### src/rtl/uart_rx.sv
// Oversampled UART receiver: majority-voted bits, optional parity, and early return to idle
// at the stop-bit decision so that back-to-back frames lose no cycle.
module uart_rx #(
    parameter int unsigned DATA_WIDTH = 8,
    parameter int unsigned OVERSAMPLE = 8
) (
    input  logic                  CLK,
    input  logic                  RST,
    input  logic                  RX_IN,
    input  logic                  PAR_EN,
    input  logic                  PAR_TYP,
    output logic [DATA_WIDTH-1:0] P_DATA,
    output logic                  DATA_VALID,
    output logic                  PAR_ERR,
    output logic                  STP_ERR
);

    localparam int unsigned EW = $clog2(OVERSAMPLE);
    localparam int unsigned BW = (DATA_WIDTH > 1) ? $clog2(DATA_WIDTH) : 1;

    localparam logic [EW-1:0] EDGE_S0   = EW'(OVERSAMPLE / 2 - 1);
    localparam logic [EW-1:0] EDGE_S1   = EW'(OVERSAMPLE / 2);
    localparam logic [EW-1:0] EDGE_VOTE = EW'(OVERSAMPLE / 2 + 1);
    localparam logic [EW-1:0] EDGE_LAST = EW'(OVERSAMPLE - 1);
    localparam logic [BW-1:0] BIT_LAST  = BW'(DATA_WIDTH - 1);

    typedef enum logic [2:0] {
        StIdle,
        StStart,
        StData,
        StParity,
        StStop
    } state_e;

    state_e                  state_q;
    logic [EW-1:0]           edge_q;
    logic [BW-1:0]           bit_q;
    logic [DATA_WIDTH-1:0]   shift_q;
    logic                    samp0_q;
    logic                    samp1_q;
    logic                    par_en_q;
    logic                    par_typ_q;
    logic                    par_fail_q;

    logic vote;
    logic at_vote;
    logic bit_done;
    logic exp_par;

    // The third vote sample is the live input, so the decision lands on EDGE_VOTE itself.
    assign vote     = (samp0_q & samp1_q) | (samp0_q & RX_IN) | (samp1_q & RX_IN);
    assign at_vote  = (edge_q == EDGE_VOTE);
    assign bit_done = (edge_q == EDGE_LAST);
    assign exp_par  = (^shift_q) ^ par_typ_q;

    always_ff @(posedge CLK) begin
        if (RST) begin
            state_q    <= StIdle;
            edge_q     <= '0;
            bit_q      <= '0;
            shift_q    <= '0;
            samp0_q    <= 1'b0;
            samp1_q    <= 1'b0;
            par_en_q   <= 1'b0;
            par_typ_q  <= 1'b0;
            par_fail_q <= 1'b0;
            P_DATA     <= '0;
            DATA_VALID <= 1'b0;
            PAR_ERR    <= 1'b0;
            STP_ERR    <= 1'b0;
        end else begin
            DATA_VALID <= 1'b0;
            PAR_ERR    <= 1'b0;
            STP_ERR    <= 1'b0;

            if (state_q != StIdle) begin
                edge_q <= bit_done ? '0 : edge_q + 1'b1;
                if (edge_q == EDGE_S0) samp0_q <= RX_IN;
                if (edge_q == EDGE_S1) samp1_q <= RX_IN;
            end

            case (state_q)
                StIdle: begin
                    // The detection cycle counts as edge 0 of the start bit.
                    if (!RX_IN) begin
                        state_q    <= StStart;
                        edge_q     <= EW'(1);
                        bit_q      <= '0;
                        par_en_q   <= PAR_EN;
                        par_typ_q  <= PAR_TYP;
                        par_fail_q <= 1'b0;
                    end
                end
                StStart: begin
                    if (at_vote && vote) begin
                        state_q <= StIdle;
                        edge_q  <= '0;
                    end else if (bit_done) begin
                        state_q <= StData;
                    end
                end
                StData: begin
                    if (at_vote) shift_q[bit_q] <= vote;
                    if (bit_done) begin
                        if (bit_q == BIT_LAST) begin
                            bit_q   <= '0;
                            state_q <= par_en_q ? StParity : StStop;
                        end else begin
                            bit_q <= bit_q + 1'b1;
                        end
                    end
                end
                StParity: begin
                    if (at_vote) par_fail_q <= (vote != exp_par);
                    if (bit_done) state_q <= StStop;
                end
                StStop: begin
                    if (at_vote) begin
                        STP_ERR    <= ~vote;
                        PAR_ERR    <= par_fail_q;
                        DATA_VALID <= vote & ~par_fail_q;
                        if (vote && !par_fail_q) P_DATA <= shift_q;
                        state_q <= StIdle;
                        edge_q  <= '0;
                    end
                end
                default: begin
                    state_q <= StIdle;
                    edge_q  <= '0;
                end
            endcase
        end
    end

endmodule

### config.mk
export PLATFORM = sky130hd
export DESIGN_NAME = uart_rx
export DESIGN_NICKNAME = d
export VERILOG_FILES = /design/src/rtl/uart_rx.sv
export SDC_FILE = /design/constraint.sdc
export NUM_CORES = 1
export LEC_CHECK = 0
export ABC_CLOCK_PERIOD_IN_PS = 2300
export CORE_ASPECT_RATIO = 2
export CORE_UTILIZATION = 40
export DETAILED_ROUTE_END_ITERATION = 7
export MAX_ROUTING_LAYER = met4
export PLACE_DENSITY = 0.62
export SLEW_MARGIN = 20
export SYNTH_ARGS = -nofsm -noshare
export SYNTH_HDL_FRONTEND = slang
export SYNTH_SLANG_ARGS = --single-unit
export TNS_END_PERCENT = 5
### constraint.sdc
create_clock -name CLK -period 2.3 [get_ports CLK]
set_input_delay 0.46 -clock CLK [delete_from_list [all_inputs] [get_ports CLK]]
set_output_delay 0.46 -clock CLK [all_outputs]
set_load 0.01 [all_outputs]
Word level (Yosys, flattened, before mapping)
Index checks and enable logic that the tools add are counted.
{"block": "word_totals", "regBits": 33, "inputBits": 5, "out_inout_bits": 11, "elab_cells": 90}
{"block": "classes", "add_sub_neg": 2, "n_lt_le_gt_ge": 2, "n_eq_ne": 17, "muxes": 25, "bitwise": 12, "n_reduce_logical": 19}
{"op": "two-way mux 3 bit", "count": 16}
{"op": "== test 3 bit, second input constant", "count": 5}
{"op": "case mux 3 bit (5 select lines)", "count": 1}
{"op": "inequality test 2 bit, second input constant", "count": 6}
{"op": "case mux 3 bit (4 select lines)", "count": 1}
{"op": "== test 3 x 2 -> 1 bit, second input constant", "count": 3}
{"op": "AND reduction 3 bit", "count": 3}
{"op": "bitwise mux 8 bit", "count": 1}
{"op": "AND reduction 2 bit", "count": 4}
{"op": "parity 8 bit", "count": 1}
{"op": "adder 3 x 1 -> 3 bit, second input constant", "count": 2}
{"op": "case mux 3 bit (2 select lines)", "count": 1}
{"op": "AND reduction 6 bit", "count": 1}
{"op": "NOT 1 bit", "count": 5}
{"op": "AND 1 bit", "count": 4}
{"op": "less-than comparator 3 x 4 -> 1 bit, second input constant", "count": 1}
{"op": "nonzero test 2 bit", "count": 2}
{"op": "demux 1 bit (select 3 bit)", "count": 1}
{"op": "== test 3 x 1 -> 1 bit, second input constant", "count": 1}
{"op": ">= comparator 3 x 1 -> 1 bit, second input constant", "count": 1}
{"op": "logical AND 1 bit", "count": 3}
{"op": "zero test 3 bit", "count": 1}
{"op": "two-way mux 1 bit", "count": 3}
{"op": "inequality test 3 bit, second input constant", "count": 1}
{"op": "8 further kinds", "count": 9}

Logic depth before layout (Yosys ltp)
Gate-level depths: netlist of the first run.
{"block": "logic_depth", "ltp_word": 6, "ltp_mapped": 8}

Worst setup path after synthesis of the first run
OpenSTA, ideal clock, no wires.
{"block": "synth_timing", "path_type": "register to register", "from": "reg edge_q[0]", "to": "reg state_q[2]", "setup_time_ns": 0.128, "arrival_time_ns": 1.452, "slack_ns": 0.720, "path_stages_with_launch": 7, "path_buffers": 0, "cell_sequence": "dfxtp_1 > ha_1 > ha_1 > and2_1 > a211oi_1 > o22a_1 > nor2_1"}
{"block": "synth_via", "elab_chain_len": 4}
{"element": "start: declaration", "line": "36", "rtl": "logic [EW-1:0] edge_q;"}
{"element": "start signal: assignment", "line": "77", "rtl": "edge_q <= bit_done ? '0 : edge_q + 1'b1;"}
{"element": "== test 3 bit", "line": "52", "rtl": "assign at_vote = (edge_q == EDGE_VOTE);"}
{"element": "logical AND 1 bit", "line": "95", "rtl": "if (at_vote && vote) begin"}
{"element": "inequality test 3 bit (no line) or two-way mux 3 bit (tied branches)"}
{"element": "AND reduction 6 bit (no line) or case mux 3 bit (5 select lines) (tied branches)"}
{"element": "end signal: assignment", "line": "58", "rtl": "state_q <= StIdle;"}
{"element": "end signal: assignment", "line": "96", "rtl": "state_q <= StIdle;"}
{"element": "end signal: assignment", "line": "99", "rtl": "state_q <= StData;"}
{"element": "end: declaration", "line": "35", "rtl": "state_e state_q;"}
Parallel ways exist; a longest one is shown, timed or not.
A chain may end at the register's enable or synchronous reset.

Worst setup path in the final report of the first run
{"block": "layout_timing", "from": "reg edge_q[0]", "to": "reg state_q[1]"}
Same word-level chain as after synthesis.

==> impl_results.md, run 1 <==
- CTS Sinks: 33
- GP Congestion: 0.838
- Final hold violations: 0
- YS warnings: 0
- Drt pass-1 iters: 4
- Largest family of logic cells by synthesized area: simple AND/OR/NAND/NOR gates
- Clock Pin Slew Worst Setup and Hold Paths: about 0.070 ns
- Status: finished clean
- CP max FO: 7
- Layout cell share with drive strength beyond 1: under 10%
- Die X: 47.5 um
- Worst Path Arrival: 2.08 ns
- Grt ovf: 0
- FF+latch count, synth: 33
- Mapped Cells: 186
- Period utilization: approximately four fifths
- FMAX: 0.536 GHz
- Post_cts resized: 0
- Clock power share: 41.8%
- Synth cell types: 37
- Unrepaired setup endpoints after global routing: false
- Vias/cell: 5.46
- Max-Cap Viols: 0
- CP required: 2.51 ns
- Sw frac: approximately 23%
- Deepest clock path buffer count: 2
- DP HPWL: roughly 2800 um
- Synth area leader: dfxtp_1
- H-Tree Level Count: 2
- TritonCTS buffer count: 5
- Die height: roughly 93 um
- Vias in the first global route: 1,378
- Drt initial violations: 46
- Critical path launch point type: flip-flop
- Logic pwr share: 6.6%
- Final Slew Violations: 0
- Final setup fails: 0
- Syn avg cell area: about 8.9 um2
- Worst setup EP type: flip-flop
- Final setup TNS: 0 ns
- CTS tree: done
- Crit path time final: 1.87 ns
- Input/output buffers: 15
- Post-Synth Simple-Gate Area: approximately 22%
- ANT cells: 0
- Die area: 4420 um2
- Crit Path Category: flip-flop to flip-flop
- Hold Crit Class: flip-flop to flip-flop
- Worst vdd ir: roughly 0.52 mV
- Setup WS pre-CTS: 0.215 ns
- Yosys top cell area share: between 30% and 40%
- Power Dens Cells: 588 nW/um2
- WL final: 3770 um
- Cts hold-fix bufs: 0
- Synth Area in Compound Gates: slightly below 10%
- Final instance area: just under 2000 um2
- Ys flop type: dfxtp_1
- Total GRT Usage: about a fifth
- Initial antenna violation count: 0
- # IOs: 16
- First-pass GRT wire length: 6160 um
- Xor/xnor share of the synthesized area: 5.52%
- Setup ws final: 0.435 ns
- Routed Antenna Nets: 0
- Syn Nets: between 150 and 200
- Worst Skew: 0.00979 ns
- Dpl cell area: 1840 um2
- # rows: 32
- Fill count: 410
- Post-synthesis mux area share: 11.5%
- Adder-cell share of the synthesized area: 5.97%
- Top cells by area, synth: dfxtp_1 40%, mux2i_1 11%, nor2_1 6.6%
- Leakage power: 0.835 nW
- Clock Tree Root: clkbuf_8
- Int Pwr: 0.881 mW
- DR DRC count: 0
- Nets: 213
- Post-synth EDFFs: 0
- Seq/Total Area, Yosys: 39.9%
- DR vias: 1,382
- Switch Pwr: 0.263 mW
- Worst-margin pin slew: 0.533 ns
- Area Overhead vs Synth: 17.5%
- Seq pwr share: 51.6%
- Post-CTS Setup Inserts: 0
- Post-DR wirelength/cell: 14.9 um
- Clock Latency Late Sink: 0.29 ns
- Starting Density: 42.2%
- Worst slew margin: between 60 and 70%
- Mapped cell area: 1660 um2
- Largest net degree at the start of global routing: 16
- Core box area: approximately 3900 um2
- FFs w/ async S/R, synth: 0%
- Total Power: ~1.1 mW
## power groups by stage
stage | Combinational, mW | Sequential, mW | Clock [mW]
after floorplan | 0.0567 | 0.596 | 0
after global placement | 0.0714 | 0.602 | 0
after detailed placement | 0.0746 | 0.603 | 0
after CTS | 0.0751 | 0.589 | 0.492
after global routing | 0.0823 | 0.592 | 0.520
final | 0.0752 | 0.590 | 0.479
## logic make-up (layout without fill, tap and decap cells)
family	after synthesis	count (layout)
buf+inv	18	34
compound gates	26	26
flops	33	33
xor+xnor	8	8
simple gates	74	74
mux	19	19
fa+ha+maj	8	8
## cells in the mapped netlist, drive strengths merged, types with 4 or more instances
library cell / number
xnor2: 6
o21ai: 5
dfxtp: 33
mux2i: 19
nand2: 8
nand4: 7
nand3: 6
nor2b: 4
nor4: 4
a21oi: 12
clkbuf: 6
buf: 5
nor2: 29
inv: 7
ha: 7
## per-stage QoR
stage / util, % / instances / hold WS (ns)
floorplan: - / 186 / 0.444
global placement: 47.0 / 245 / 0.461
detailed placement: 47.0 / 245 / 0.462
finish: 49.6 / 253 / 0.468
global route: 49.6 / 253 / 0.499
CTS: 49.6 / 253 / 0.473
## worst max-delay path, cell delays in order, from the launching register on
cell and delay, ns:
dfxtp_1 0.34, ha_1 0.24, ha_1 0.28, and2_1 0.20, a211oi_1 0.41, o21ai_0 0.15
a21oi_1 0.17
## final timing paths
path	slack (ns)	from	endpoint	depth (start not counted)
worst max-delay path	0.43	edge_q[0]	state_q[1]	6
worst min-delay path	0.47	samp0_q	samp0_q	2
worst max register to register	0.43	edge_q[0]	state_q[1]	6
worst min register to register	0.47	samp0_q	samp0_q	2
## state kept, by name, summed over array words and instances (netlist names)
register	flops
P_DATA	8
shift_q	8
bit_q	3
edge_q	3
state_q	3
DATA_VALID	1
PAR_ERR	1
STP_ERR	1
par_en_q	1
par_fail_q	1
par_typ_q	1
samp0_q	1
samp1_q	1
## cell type report
type | count | area (um2) | share of cell area (%)
clock inverters | 1 | 5.00 | 0.257
multi-input cells | 135 | 912 | 46.9
clock buffers | 7 | 96.3 | 4.95
flip-flops and latches | 33 | 661 | 34.0
inverters | 7 | 26.3 | 1.35
well taps | 51 | 63.8 | 3.28
repair buffers | 19 | 180 | 9.27
## placed cells by master, fill, tap and decap left out, drive strengths merged, types with 2 or more instances in the layout
| master | instances |
|---|---|
| nor3 | 3 |
| o31ai | 3 |
| xnor2 | 6 |
| nor4b | 3 |
| nor2b | 4 |
| ha | 7 |
| a21oi | 12 |
| buf | 4 |
| clkbuf | 7 |
| nand4 | 7 |
| inv | 7 |
| and2 | 3 |
| nand3 | 6 |
| clkdlybuf4s50 | 15 |
| dfxtp | 33 |
| o21ai | 5 |
| nand2 | 8 |
| nand2b | 2 |
| nor2 | 29 |
| mux2i | 19 |
| nor4 | 4 |
## per-layer routing
metal  vias to the layer above  wire length, um  share of wire [%]  global-route usage (%)
li1                        672                -                  -                       -
met1                       666             1440                 38                    19.2
met2                        32             2070                 55                    34.9
met3                        12              141                3.7                    5.21
met4                         0              113                3.0                    9.52
met5                         -                0                  0                       -
Power figures use the tool's default switching activity.
==> run 2: changes to the inputs <==
--- a/config.mk
+++ b/config.mk
@@ -5,12 +5,12 @@
 export SDC_FILE = /design/constraint.sdc
 export NUM_CORES = 1
 export LEC_CHECK = 0
-export ABC_CLOCK_PERIOD_IN_PS = 2300
+export ABC_CLOCK_PERIOD_IN_PS = 1700
 export CORE_ASPECT_RATIO = 2
 export CORE_UTILIZATION = 40
 export DETAILED_ROUTE_END_ITERATION = 7
 export MAX_ROUTING_LAYER = met4
-export PLACE_DENSITY = 0.62
+export PLACE_DENSITY = 0.64
 export SLEW_MARGIN = 20
 export SYNTH_ARGS = -nofsm -noshare
 export SYNTH_HDL_FRONTEND = slang
==> constraint.sdc (replaced) <==
create_clock -name CLK -period 1.7 [get_ports CLK]
set_input_delay 0.34 -clock CLK [delete_from_list [all_inputs] [get_ports CLK]]
set_output_delay 0.34 -clock CLK [all_outputs]
set_load 0.01 [all_outputs]
==> run 2 against run 1 <==
Net effect:
- sequential share of layout area fell by 1.8 points
- routed wire length is 4.8% higher
- flip-flop and latch count did not move
- die area unchanged
- largest cell class unchanged
==> impl_results.md, run 2 (same netlist as run 1, synthesis figures left out) <==
- Clock Latency Late Sink: 0.28 ns (about the same)
- DP HPWL: 2960 um (+7.1%)
- Initial antenna violation count: 0 (unchanged)
- Core box area: 3920 um2 (unchanged)
- Die X: 47.5 um (unchanged)
- Largest net degree at the start of global routing: 14 (-2)
- Die area: 4420 um2 (unchanged)
- First-pass GRT wire length: 6480 um (+5.2%)
- Final hold violations: 0 (unchanged)
- Crit Path Category: input pin to flip-flop
- Post-CTS Setup Inserts: 0 (unchanged)
- Vias/cell: 5.41 (-1.0%)
- Power Dens Cells: 739 nW/um2 (+26%)
- Most frequent cells in the layout: 32 x dfxtp_1, 27 x nor2_1, 19 x mux2i_1
- Worst setup EP type: flip-flop
- Clock Pin Slew Worst Setup and Hold Paths: 0.07 ns (about the same)
- Drt initial violations: 28 (-39%)
- Die height: 93.0 um (unchanged)
- Worst Path Arrival: 1.82 ns (-0.26 ns)
- Placed cells: 256 (+4.5%)
- Switch Pwr: 0.363 mW (+38%)
- Layout Cells excl Fill: 263 (+4.0%)
- GP Congestion: 0.904 (+8.0%)
- Critical path launch point type: input pin
- # IOs: 16 (unchanged)
- DR vias: 1,422 (+2.9%)
- Worst slew margin: 75.1% (+11 points)
- TritonCTS buffer count: 5 (unchanged)
- # rows: 32 (unchanged)
- Period utilization: 95.0%
- WL final: 3950 um (+4.8%)
- Deepest clock path buffer count: 2 (unchanged)
- Worst vdd ir: 0.556 mV (+6.8%)
- Clock power share: 39.8% (-2.0 points)
- Grt ovf: 0 (unchanged)
- Nets: 224 (+5.2%)
- Drt pass-1 iters: 4 (unchanged)
- Worst Skew: 0.00701 ns (-0.00278 ns)
- Commonest non-fill, non-tap cell in the layout: dfxtp_1
- FMAX: 0.619 GHz
- CP required: 1.91 ns (-0.60 ns)
- Clock Tree Root: clkbuf_8
- CTS tree: done
- Layout cell share with drive strength beyond 1: 16.0% (+8.1 points)
- CP max FO: 4 (-3)
- Final setup fails: 0 (unchanged)
- Area Overhead vs Synth: 24.3%
- Final Slew Violations: 0 (unchanged)
- Crit path time final: 1.62 ns
- Worst-margin pin slew: 0.374 ns (-0.160 ns)
- Leakage power: 0.890 nW (+6.7%)
- Unrepaired setup endpoints after global routing: true
- Vias in the first global route: 1,491 (+8.2%)
- CTS Sinks: 33 (unchanged)
- Max-Cap Viols: 0 (unchanged)
- Status: finished clean
- Logic pwr share: 7.9% (+1.3 points)
- Total GRT Usage: 21.2% (+1.0 points)
- H-Tree Level Count: 2 (unchanged)
- Total Power: 1.52 mW (+33%)
- Post-DR wirelength/cell: 15.0 um (+0.77%)
- Routed Antenna Nets: 0 (unchanged)
- Starting Density: 42.2% (unchanged)
- Top Registers: P_DATA (8), shift_q (8)
- DR DRC count: 0 (unchanged)
- Hold Crit Class: flip-flop to flip-flop
- ANT cells: 0 (unchanged)
- Seq pwr share: 52.4% (+0.8 points)
- Sw frac: 23.9% (+0.86 points)
- Int Pwr: 1.16 mW (+31%)
- Input/output buffers: 15 (unchanged)
run 2: per-layer routing:
metal	share of wire [%]	global-route usage, %
met5	0	-
met2	56	36.2
met3	2.7	3.86
met1	35	19.1
met4	6.3	15.2
run 2: metrics by stage:
| step | utilization [%] | setup WS (ns) | setup TNS [ns] | cell area [um2] | hold WS [ns] |
|---|---|---|---|---|---|
| floorplan | - | 0.120 | 0 | 1660 | 0.439 |
| global placement | 49.4 | -0.103 | -1.20 | 1940 | 0.458 |
| detailed placement | 49.4 | -0.201 | -1.66 | 1940 | 0.469 |
| CTS | 51.7 | 0.0218 | 0 | 2030 | 0.480 |
| global route | 52.5 | -0.0135 | -0.0207 | 2060 | 0.502 |
| finish | 52.5 | 0.0845 | 0 | 2060 | 0.474 |
run 2: cell type report:
class                           instances  area [um2]
Clock inverter                          1        7.51
Multi-Input combinational cell        135         941
Clock buffer                            6        82.6
Fill cell                             413        1870
Sequential cell                        33         662
Tap cell                               51        63.8
Timing Repair Buffer                   30         275
Inverter                                7        26.3
run 2: final timing paths:
check	startpoint	end	slack, ns	cells past startpoint
worst max-delay path	RX_IN	edge_q[0]	0.08	6
worst min-delay path	samp0_q	samp0_q	0.47	2
worst max register to register	edge_q[1]	shift_q[6]	0.09	6
worst min register to register	samp0_q	samp0_q	0.47	2
run 2: worst max-delay path: stages:
cell and delay [ns]:
clkdlybuf4s50_1 0.44, maj3_2 0.38, buf_4 0.18, a21oi_1 0.23
o31ai_1 0.10, a21oi_1 0.16
run 2: power by group through the flow:
stage / clock network [mW] / registers, mW / logic, mW
final: 0.605 / 0.796 / 0.120
after global routing: 0.644 / 0.796 / 0.131
after CTS: 0.625 / 0.795 / 0.117
after detailed placement: 0 / 0.813 / 0.115
after global placement: 0 / 0.812 / 0.113
after floorplan: 0 / 0.807 / 0.0767
run 2: timing repair:
item,in CTS,in global routing
hold buffers,0,0
resized for setup,0,8
endpoints found under the setup margin,0,11
==> run 3: changes to the inputs <==
--- a/config.mk
+++ b/config.mk
@@ -11,8 +11,6 @@
 export DETAILED_ROUTE_END_ITERATION = 7
 export MAX_ROUTING_LAYER = met4
 export PLACE_DENSITY = 0.64
-export SLEW_MARGIN = 20
 export SYNTH_ARGS = -nofsm -noshare
 export SYNTH_HDL_FRONTEND = slang
 export SYNTH_SLANG_ARGS = --single-unit
-export TNS_END_PERCENT = 5
==> run 3 against run 2 <==
Net effect:
- first-iteration DRC count shrank 7.1%
- highest routed layer unchanged
- via count shrank 0.14%
- global-route usage is the same
- final area grew 0.91%
==> impl_results.md, run 3 (same netlist as run 1, synthesis figures left out) <==
- Die area: 4420 um2 (unchanged)
- CP required: 1.89 ns (-0.02 ns)
- Die X: 47.5 um (unchanged)
- Hold_ws: 0.474 ns (-0.000115 ns)
- Top Registers: P_DATA (8), shift_q (8)
- Clock Tree Root: clkbuf_8
- Drt pass-1 iters: 4 (unchanged)
- GP Congestion: 0.904 (unchanged)
- Worst Skew: 0.00598 ns (-0.00103 ns)
- Crit Path Category: input pin to flip-flop
- Final instance area: 2080 um2 (+0.91%)
- FMAX: 0.624 GHz (+0.84%)
- WL final: 3960 um (+0.30%)
- Critical path's largest stage delay: 0.44 ns (about the same)
- Final core utilization: 52.9% (+0.48 points)
- Placed cells: 256 (unchanged)
- Last element of the critical path: par_fail_q
- Worst Path Arrival: 1.79 ns (-0.03 ns)
- Unrepaired setup endpoints after global routing: true
- Nets: 224 (unchanged)
- Setup WS pre-CTS: -0.201 ns (unchanged)
- ANT cells: 0 (unchanged)
- Critical path launch point type: input pin
- Crit path from: RX_IN
- TritonCTS buffer count: 5 (unchanged)
- DR DRC count: 0 (unchanged)
- Vias/cell: 5.40 (-0.14%)
- Post-DR wirelength/cell: 15.0 um (+0.30%)
- Setup ws final: 0.0980 ns (+0.0135 ns)
- Max Used Layer: met4
- Drt initial violations: 26 (-7.1%)
- Routed Antenna Nets: 0 (unchanged)
- CP top delay family: buffers and inverters
- Layout cell share with drive strength beyond 1: 17.0% (+0.94 points)
- Final setup fails: 0 (unchanged)
- Met2 WL: 2260 um (+1.3%)
- Status: finished clean
- Most frequent cells in the layout: 32 x dfxtp_1, 27 x nor2_1, 19 x mux2i_1
- Final hold violations: 0 (unchanged)
- Critical path depth: 5 (-1)
- Largest net degree at the start of global routing: 14 (unchanged)
- Grt ovf: 0 (unchanged)
- Max-Cap Viols: 0 (unchanged)
- Total Power: 1.52 mW (+0.14%)
- CTS tree: done
- Input/output buffers: 15 (unchanged)
- Leakage power: 0.890 nW (about the same)
- Initial antenna violation count: 0 (unchanged)
- Final Slew Violations: 0 (unchanged)
- Worst setup EP type: flip-flop
- # IOs: 16 (unchanged)
- Cts hold-fix bufs: 0 (unchanged)
- Power Dens Cells: 733 nW/um2 (-0.77%)
- Register-to-Register Path Depth: 6 (unchanged)
- Clock Latency Late Sink: 0.28 ns (about the same)
- Area Overhead vs Synth: 25.5%
- R2r endpoint: shift_q[6]
- Crit path time final: 1.60 ns (-0.0135 ns)
- Worst vdd ir: 0.556 mV (about the same)
- Worst-margin pin slew: 0.366 ns (-0.00760 ns)
- Dpl cell area: 1940 um2 (unchanged)
- First-pass GRT wire length: 6480 um (unchanged)
- CTS Sinks: 33 (unchanged)
- H-Tree Level Count: 2 (unchanged)
- # rows: 32 (unchanged)
- Final setup TNS: 0 ns (unchanged)
- Total GRT Usage: 21.2% (unchanged)
- DP HPWL: 2960 um (unchanged)
- WL met3: 119 um (+13%)
- Crit path buf inv count: 1 (-1)
- Cell Chain, Critical Path: clkdlybuf4s50_1, maj3_2, xnor2_2, xnor3_1, o41ai_2
- Metal1 wirelength: 1350 um (-0.95%)
- Layout Cells excl Fill: 263 (unchanged)
- Period utilization: 94.2% (-0.79 points)
- Clock Pin Slew Worst Setup and Hold Paths: 0.07 ns (about the same)
- Vias in the first global route: 1,491 (unchanged)
- CP max FO: 4 (unchanged)
- Deepest clock path buffer count: 2 (unchanged)
- Worst flop-to-flop path startpoint: edge_q[1]
- Starting Density: 42.2% (unchanged)
- Hold Crit Class: flip-flop to flip-flop
- Commonest non-fill, non-tap cell in the layout: dfxtp_1
- Die height: 93.0 um (unchanged)
- Core box area: 3920 um2 (unchanged)
- CP max-delay cell: clkdlybuf4s50_1
- Worst slew margin: 75.6% (+0.51 points)
- DR vias: 1,420 (-0.14%)
- Setup slack, reg-to-reg: 0.11 ns (+0.02 ns)
## run 3: cell types whose count changed in the layout (fill, tap and decap cells not counted)
cell	change
nor4_4	+1
a21oi_1	-1
nor4_1	-1
a21oi_2	+1
## run 3: worst min-delay path, stage by stage (launching register included)
cell and delay (ns):
dfxtp_1 0.32, nand2_1 0.06, a21oi_1 0.05
## run 3: routing by layer
metal	GRT usage (%)	up-vias
li1	-	698
met1	19.1	667
met2	36.2	38
met3	3.86	17
met4	15.2	0
met5	-	-
## run 3: cell type report
class                   count  area, um2
clock inverters             1       7.51
flip-flops and latches     33        662
fillers                   409       1850
multi-input cells         135        960
repair buffers             30        275
inverters                   7       26.3
well taps                  51       63.8
clock buffers               6       82.6
## run 3: worst min path at each step
stage          cells past startpoint     from  slack (ns)          to
2_1_floorplan                      1      RST        0.44  par_fail_q
3_3_place_gp                       2  samp0_q        0.46     samp0_q
3_5_place_dp                       2  samp0_q        0.47     samp0_q
4_1_cts                            2  samp0_q        0.48     samp0_q
5_1_grt                            2  samp0_q        0.50     samp0_q
6_report                           2  samp0_q        0.47     samp0_q
## run 3: what timing repair did
action,in CTS,in global routing
buffers inserted,0,0
gates resized for setup,0,11
setup endpoints to repair,0,11
## run 3: power by group
part | internal, mW | leakage, nW | switching (mW)
clock network | 0.320 | 0.0433 | 0.285
logic | 0.0558 | 0.580 | 0.0661
registers | 0.782 | 0.267 | 0.0135
